File: config.mk
export PLATFORM = sky130hd
export DESIGN_NAME = imem_dmem_arbiter
export DESIGN_NICKNAME = d
export VERILOG_FILES = /design/src/rtl/riscv_mem_pkg.sv /design/src/rtl/arb_sat_counter.sv /design/src/rtl/imem_dmem_arbiter.sv
export SDC_FILE = /design/constraint.sdc
export NUM_CORES = 1
export LEC_CHECK = 0
export ABC_AREA = 1
export BUFFER_PORTS_ARGS = -buffer_cell sky130_fd_sc_hd__buf_2
export CAP_MARGIN = 10
export CORE_ASPECT_RATIO = 1.1
export CORE_UTILIZATION = 40
export CTS_BUF_LIST = sky130_fd_sc_hd__clkbuf_4 sky130_fd_sc_hd__clkbuf_8
export CTS_CLUSTER_DIAMETER = 60
export DETAILED_ROUTE_END_ITERATION = 6
export PLACE_DENSITY = 0.65
export SYNTH_ARGS = -nofsm -noshare
export SYNTH_HDL_FRONTEND = slang
export SYNTH_SLANG_ARGS = --single-unit
export TNS_END_PERCENT = 1
File: constraint.sdc
create_clock -name clk -period 1.88 [get_ports clk]
set_input_delay 0.376 -clock clk [delete_from_list [all_inputs] [get_ports clk]]
set_output_delay 0.376 -clock clk [all_outputs]
set_load 0.05 [all_outputs]
File: src/rtl/riscv_mem_pkg.sv
// Shared types and constants for the IF/MEM unified-memory arbiter.
package riscv_mem_pkg;

  typedef enum logic [1:0] {
    IDLE,
    ISSUE,
    DONE
  } arb_state_e;

  typedef enum logic [1:0] {
    OWN_NONE,
    OWN_IF,
    OWN_DM
  } owner_e;

  localparam logic [31:0] NOP_INSTR = 32'h0000_0013;

  localparam int STARVE_LIM_DEF  = 4;
  localparam int TIMEOUT_LIM_DEF = 16;

endpackage

File: src/rtl/arb_sat_counter.sv
// Saturating up-counter with synchronous clear and a compare against its limit.
module arb_sat_counter #(
  parameter int W     = 4,
  parameter int LIMIT = 4
) (
  input  logic         clk,
  input  logic         reset,
  input  logic         clr,
  input  logic         inc,
  output logic [W-1:0] cnt,
  output logic         at_limit
);

  localparam logic [W-1:0] LIM = W'(LIMIT);

  always_ff @(posedge clk or negedge reset) begin
    if (!reset) begin
      cnt <= '0;
    end else if (clr) begin
      cnt <= '0;
    end else if (inc && (cnt != LIM)) begin
      cnt <= cnt + 1'b1;
    end
  end

  assign at_limit = (cnt == LIM);

endmodule

File: src/rtl/imem_dmem_arbiter.sv
// Arbitrates a single-port unified memory between instruction fetch and data access,
// data-first with a starvation override for fetch and an ack timeout.
module imem_dmem_arbiter
  import riscv_mem_pkg::*;
#(
  parameter int ADDR_W      = 32,
  parameter int DATA_W      = 32,
  parameter int STARVE_LIM  = STARVE_LIM_DEF,
  parameter int TIMEOUT_LIM = TIMEOUT_LIM_DEF
) (
  input  logic                clk,
  input  logic                reset,
  // Handshake: a requester raises req with its fields and holds them unchanged
  // until its rvalid pulses; it must drop or replace req by the cycle after.
  input  logic                if_req,
  input  logic [ADDR_W-1:0]   if_addr,
  output logic                if_rvalid,
  output logic [DATA_W-1:0]   if_rdata,
  input  logic                dm_req,
  input  logic                dm_we,
  input  logic [DATA_W/8-1:0] dm_be,
  input  logic [ADDR_W-1:0]   dm_addr,
  input  logic [DATA_W-1:0]   dm_wdata,
  output logic                dm_rvalid,
  output logic [DATA_W-1:0]   dm_rdata,
  output logic                mem_req,
  output logic                mem_we,
  output logic [DATA_W/8-1:0] mem_be,
  output logic [ADDR_W-1:0]   mem_addr,
  output logic [DATA_W-1:0]   mem_wdata,
  input  logic                mem_ack,
  input  logic [DATA_W-1:0]   mem_rdata,
  output logic                stall_if,
  output logic                stall_mem,
  output logic                bus_err,
  output arb_state_e          dbg_state,
  output owner_e              dbg_owner,
  output logic [3:0]          dbg_starve_cnt
);

  // The timeout fires in the TIMEOUT_LIM-th ISSUE cycle, i.e. when the count
  // of completed ISSUE cycles equals TIMEOUT_LIM-1.
  localparam int TW   = (TIMEOUT_LIM < 2) ? 1 : $clog2(TIMEOUT_LIM);
  localparam int TLIM = (TIMEOUT_LIM == 0) ? 0 : TIMEOUT_LIM - 1;

  arb_state_e state_q, state_d;
  owner_e     owner_q, owner_d;

  logic          grant_if, grant_dm;
  logic          starve_inc, starve_clr, starve_hit;
  logic [3:0]    starve_cnt;
  logic [TW-1:0] tmo_cnt;
  logic          tmo_hit, timeout;

  arb_sat_counter #(
    .W     (4),
    .LIMIT (STARVE_LIM)
  ) u_starve_cnt (
    .clk      (clk),
    .reset    (reset),
    .clr      (starve_clr),
    .inc      (starve_inc),
    .cnt      (starve_cnt),
    .at_limit (starve_hit)
  );

  arb_sat_counter #(
    .W     (TW),
    .LIMIT (TLIM)
  ) u_tmo_cnt (
    .clk      (clk),
    .reset    (reset),
    .clr      (state_q != ISSUE),
    .inc      (state_q == ISSUE),
    .cnt      (tmo_cnt),
    .at_limit (tmo_hit)
  );

  // An ack arriving in the limit cycle takes precedence over the abort.
  assign timeout = (TIMEOUT_LIM != 0) && (state_q == ISSUE) && tmo_hit && !mem_ack;

  always_ff @(posedge clk or negedge reset) begin
    if (!reset) begin
      state_q <= IDLE;
      owner_q <= OWN_NONE;
    end else begin
      state_q <= state_d;
      owner_q <= owner_d;
    end
  end

  always_comb begin
    state_d    = state_q;
    owner_d    = owner_q;
    grant_if   = 1'b0;
    grant_dm   = 1'b0;
    starve_inc = 1'b0;
    starve_clr = 1'b0;
    case (state_q)
      IDLE: begin
        if (dm_req && (!if_req || !starve_hit)) begin
          grant_dm   = 1'b1;
          starve_inc = if_req;
        end else if (if_req) begin
          grant_if   = 1'b1;
          starve_clr = 1'b1;
        end
        if (grant_if || grant_dm) begin
          state_d = ISSUE;
          owner_d = grant_if ? OWN_IF : OWN_DM;
        end
      end
      ISSUE: begin
        if (mem_ack || timeout) state_d = DONE;
      end
      DONE: begin
        state_d = IDLE;
        owner_d = OWN_NONE;
      end
      default: begin
        state_d = IDLE;
        owner_d = OWN_NONE;
      end
    endcase
  end

  always_ff @(posedge clk or negedge reset) begin
    if (!reset) begin
      mem_req   <= 1'b0;
      mem_we    <= 1'b0;
      mem_be    <= '0;
      mem_addr  <= '0;
      mem_wdata <= '0;
      if_rvalid <= 1'b0;
      dm_rvalid <= 1'b0;
      bus_err   <= 1'b0;
      if_rdata  <= DATA_W'(NOP_INSTR);
      dm_rdata  <= '0;
    end else begin
      if_rvalid <= 1'b0;
      dm_rvalid <= 1'b0;
      bus_err   <= 1'b0;
      if (grant_if) begin
        mem_req   <= 1'b1;
        mem_we    <= 1'b0;
        mem_be    <= '1;
        mem_addr  <= if_addr;
        mem_wdata <= '0;
      end else if (grant_dm) begin
        mem_req   <= 1'b1;
        mem_we    <= dm_we;
        mem_be    <= dm_be;
        mem_addr  <= dm_addr;
        mem_wdata <= dm_wdata;
      end
      if (state_q == ISSUE) begin
        if (mem_ack) begin
          mem_req <= 1'b0;
          if (owner_q == OWN_IF) begin
            if_rdata  <= mem_rdata;
            if_rvalid <= 1'b1;
          end else begin
            dm_rvalid <= 1'b1;
            if (!mem_we) dm_rdata <= mem_rdata;
          end
        end else if (timeout) begin
          mem_req <= 1'b0;
          bus_err <= 1'b1;
          if (owner_q == OWN_IF) begin
            if_rdata  <= DATA_W'(NOP_INSTR);
            if_rvalid <= 1'b1;
          end else begin
            dm_rdata  <= '0;
            dm_rvalid <= 1'b1;
          end
        end
      end
    end
  end

  assign stall_if       = if_req & ~if_rvalid;
  assign stall_mem      = dm_req & ~dm_rvalid;
  assign dbg_state      = state_q;
  assign dbg_owner      = owner_q;
  assign dbg_starve_cnt = starve_cnt;

endmodule

# Word level (Yosys, flattened, before mapping)
# Cells that the tools add are included.
[totals]
inputBits = 138
regBits = 149
wordCells = 105
[classes]
mux = 53
n_bitwise = 6
add_sub_neg = 2
eq_ne = 10
reduce_logical = 20
[op_table]
columns = ["cell", "count"]
rows = [
  ["$mux 32", 13],
  ["$mux 1", 28],
  ["$mux 4", 6],
  ["$add 4x1->4 const B", 2],
  ["$mux 2", 4],
  ["$pmux 2 s2", 2],
  ["$reduce_bool 2->1", 4],
  ["$ne 2x2->1 const B", 3],
  ["$logic_and 1x1->1", 5],
  ["$eq 2x1->1 const B", 2],
  ["$eq 4x3->1 const B", 1],
  ["$eq 4x4->1 const B", 1],
  ["$ne 4x3->1 const B", 1],
  ["$ne 4x4->1 const B", 1],
  ["$not 1->1", 4],
  ["$reduce_and 2->1", 2],
  ["$reduce_and 4->1", 1],
  ["$logic_not 1->1", 3],
  ["$logic_or 1x1->1", 3],
  ["$reduce_and 3->1", 1],
  ["$and 1x1->1", 2],
  ["$logic_not 2->1", 1],
  ["$ne 2x1->1 const B", 1],
]

# Depth between registers and ports, before layout
[depth]
ltp_word = 12
ltp_mapped = 10
ltp_nobuf = 9

# Cells and area by module
# Synthesis repeated with hierarchy kept, for this count alone.
[hier_totals]
cells_unflattened = 789
hier_area_um2 = 6501.2
[modules_own_cells]
columns = ["module", "cells_per_inst", "area_each_um2", "instances"]
rows = [
  ["imem_dmem_arbiter", 728, 6023.3, 1],
  ["arb_sat_counter (u_starve_cnt)", 32, 252.7, 1],
  ["arb_sat_counter (u_tmo_cnt)", 29, 225.2, 1],
]

# Worst setup path before layout
# No wires, ideal clock.
[synth_path]
path_kind = "reg2reg"
from = "register u_starve_cnt.cnt[0]"
to = "register mem_addr[0]"
stages_incl_launch_ff = 11
arrival_time_ns = 1.624
required_time_ns = 1.755
setup_slack_ns = 0.132
period_less_slack_ns = 1.748
path_cell_list = "dfrtp_1 inv_1 ha_1 nand2_1 inv_1 nand2_1 buf_6 nand2_4 buf_6 nand3_1 nand3_1"
[synth_between]
elab_chain_cells = 8
word_cells_on_any_way = 12
[synth_rtl]
columns = ["item", "line", "source"]
rows = [
  ["start: declaration", "arb_sat_counter.sv:10", "output logic [W-1:0] cnt,"],
  ["start signal: assignment", "arb_sat_counter.sv:22", "cnt <= cnt + 1'b1;"],
  ["$eq 4x3->1 (*)", "arb_sat_counter.sv:26", "assign at_limit = (cnt == LIM);"],
  ["$logic_not 1->1 (*)", "imem_dmem_arbiter.sv:101", "if (dm_req && (!if_req || !starve_hit)) begin"],
  ["$logic_or 1x1->1 (*)", "imem_dmem_arbiter.sv:101", ""],
  ["$logic_and 1x1->1 (*)", "imem_dmem_arbiter.sv:101", ""],
  ["$mux 1", "imem_dmem_arbiter.sv:101", ""],
  ["$mux 1 (2 in a row)", "imem_dmem_arbiter.sv:99", "case (state_q)"],
  ["$mux 32 / $reduce_bool 2->1 (equally long branches)", "n/a", ""],
  ["end signal: assignment", "imem_dmem_arbiter.sv:147", "mem_addr <= if_addr;"],
  ["end signal: assignment", "imem_dmem_arbiter.sv:153", "mem_addr <= dm_addr;"],
  ["end: declaration", "imem_dmem_arbiter.sv:29", "output logic [ADDR_W-1:0] mem_addr,"],
]
# Every way passes the cells marked *; elsewhere a longest branch is shown, timed or not. The select of a mux whose other input is x is not followed.
# A chain may end at the register's enable or synchronous reset.

# Final worst setup path
[layout_path]
from = "register u_starve_cnt.cnt[0]"
to = "register mem_addr[21]"
# The elaborated chain is that of the path after synthesis.

==> metrics <==
CTS tree yes; final antenna-violating net count 0; cell count after synthesis about 750; Rows around 50; vias in the first global route 5,789; failing checks design-rule violations; synth unique cells 25; Via density between 4 and 5; Slowest cell on crit path dfrtp_1; Critical path buffers and inverters 3; final period utilization 87.7%; Min Clock Period, post-route between 1500 and 2000 ps; crit path DAT slightly below 2000 ps; final wirelength around 19,000 um; CP Cell Sequence inv_1 -> ha_1 -> nand2_1 -> inv_1 -> nand2_1 -> nand2_4 -> buf_4 -> nand3_1 -> nand3_1; post-route non-filler standard cell count roughly 1,200; first-pass GRT wire length ~30,000 um; total global routing overflow 0; max_cap viols 0; Crit. End Element flip-flop; Synth area leader dfrtp_1; CTS root buffer clkbuf_8; Clock Latency Late Sink 440 ps; Syn Area/Cell between 8 and 9 um^2; CORE AREA about 16,000 um^2; total CTS buffers 17; Leak 0.00508 uW; ANT cells 0; NumNets Final ~1,200; Worst Tran Pin Value 449 ps; final setup skew 11.4 ps; routed len/inst 15.2 um; Worst slew margin between 70% and 80%; Top delay family on crit path simple AND/OR/NAND/NOR gates; Residual DRC between 40 and 50; largest vdd supply drop 872 uV; Yosys reg bits 149; clk buf depth 2; setup TNS 0 ps; fmax 0.606 GHz; post-synthesis sequential area ratio 55.9%; DRT iter0 DRCs 449; routed vias 6,146; share of the synthesized area in the top cell type 54.7%; Die X 125 um; htree depth 4; final hold viol count 0; Reg clk slew, reported paths roughly 80 ps; Sink Count 149; CP Class flip-flop to flip-flop; Hold Path Class input pin to flip-flop; pwr dens between 2000 and 2500 nW/um^2; outcome finished with violations; Die ar. 17,200 um^2; RD Place Congestion 0.809; filler instances 1,600; total iterations of the first detailed-routing run 7; die height 138 um; Syn-to-layout area delta 30.1%; IO buf count 284; share of layout cells above drive strength 1 36.7%; Top Ports 285; post-DP HPWL about 13,000 um; # placed instances 1,213; Mapped Nets 894; Worst setup SP type flip-flop; Initial Utilization 40.8%; worst-path maximum fanout 14; GRT Overall Usage 22.1%; initial antenna violation count 0; yosys warns 0; # setup viols final 0; slowest stage delay, CP 430 ps; largest net degree at the start of global routing 50; RSZ-0062 raised after global routing false; synthesized cell area 6680 um^2; synth top area cells dfrtp_1 (55%), nand2_1 (12%), nand4_1 (6.5%), nand3_1 (5.8%), inv_1 (4.7%); Worst Path Required ~2200 ps; Slew Viols, Final 0
[cells by family (layout without fill, tap and decap cells)]
| family | Yosys count | count (layout) | synth area share (%) |
|---|---|---|---|
| adder cells (fa/ha/maj) | 3 | 3 | 0.562 |
| AND/OR/NAND/NOR | 390 | 390 | 27.1 |
| XOR/XNOR | 1 | 1 | 0.131 |
| AO/OA/AOI/OAI | 71 | 71 | 6.61 |
| buffers and inverters | 139 | 428 | 9.78 |
| flip-flops | 149 | 149 | 55.9 |
[flip-flops by register name (all words and copies together) (netlist names), 2 cells and up]
signal            count
dm_rdata             32
if_rdata             32
u_starve_cnt.cnt      4
u_tmo_cnt.cnt         4
mem_be                4
mem_wdata            32
mem_addr             32
dbg_owner             2
dbg_state             2
[worst paths after layout]
kind / start / cells after the start / slack, ps / endpoint
max in group asynchronous: reset / 3 / 800 / mem_addr[22]
setup reg to reg: u_starve_cnt.cnt[0] / 9 / 230 / mem_addr[21]
hold reg to reg: dm_rdata[18] / 2 / 470 / dm_rdata[18]
min in group asynchronous: reset / 2 / 420 / mem_addr[10]
setup / recovery: u_starve_cnt.cnt[0] / 9 / 230 / mem_addr[21]
hold / removal: dm_wdata[6] / 3 / 160 / mem_wdata[6]
[metrics by stage]
stage / util, % / power (uW) / area [um^2] / hold WS (ps) / worst slack [ps]
after floorplan: - / 13100 / 6680 / 80.4 / 132
after global placement: 50.6 / 15600 / 8280 / 341 / 305
after detailed placement: 50.6 / 15800 / 8280 / 344 / 253
after CTS: 53.1 / 18300 / 8690 / 120 / 220
after global routing: 53.1 / 19200 / 8690 / 127 / 77.3
final: 53.1 / 18200 / 8690 / 160 / 231
[Yosys cell counts, drive strengths merged]
cell,number
nand3,82
buf,46
xor2,1
nand2,224
dfstp,3
inv,87
dfrtp,146
a21oi,3
nor2,14
o21ai,68
clkbuf,6
nand4,69
ha,3
nor3,1
[layer usage]
metal  GRT usage [%]  wire length [um]  up-vias
met4            8.20               377        0
met3            5.67              1200       25
met5               0                 0        -
met1            26.9              7810     2874
li1                -                 -     3003
met2            38.1              9510      244
[cells in the final DEF, fill, tap and decap left out]
master,synthesis,final
inv_4,1,1
dfstp_2,3,3
clkinv_2,0,3
nand3_1,77,77
inv_6,0,4
clkbuf_8,0,18
a21oi_1,3,3
dfrtp_1,146,146
inv_1,83,83
clkinvlp_4,0,2
nand4_1,69,69
dlygate4sd3_1,0,1
nor3_1,1,1
buf_2,28,283
o21ai_0,32,32
nor2_2,2,2
clkinv_4,0,3
inv_2,3,3
o21ai_2,23,23
nor2_1,10,10
nand3_2,5,5
buf_6,10,1
nand2_4,3,3
o21ai_1,13,13
xor2_1,1,1
ha_1,3,3
nand2_1,221,221
buf_4,5,19
buf_12,0,5
bufinv_16,0,2
nor2_4,2,2
[worst reg2reg max path: cells and delay by family, from the launching register on]
family | cells | cell delay [ps]
flops | 1 | 430
simple gates | 5 | 570
buf+inv | 3 | 330
fa+ha+maj | 1 | 200
[area by class of cell]
cell class	count	area, um^2	share of cell area (%)
sequential	149	3730	42.9
timing repair buffer	309	1680	19.3
multi-input combinational	465	2300	26.4
tap	204	255	2.94
clock inverter	14	151	1.74
inverter	87	329	3.79
clock buffer	18	248	2.85
[report_power, final]
group          internal (uW)  switching (uW)  leakage (uW)
Sequential              4680             805       0.00191
Combinational           2220            7940       0.00296
Clock                   1230            1280      0.000200
[what timing repair did]
action                                 CTS  global route
gates resized for setup                  0             0
hold buffers                             1             0
setup buffers                            0             0
endpoints found under the hold margin   39             0
(Power assumes the default switching activity.)
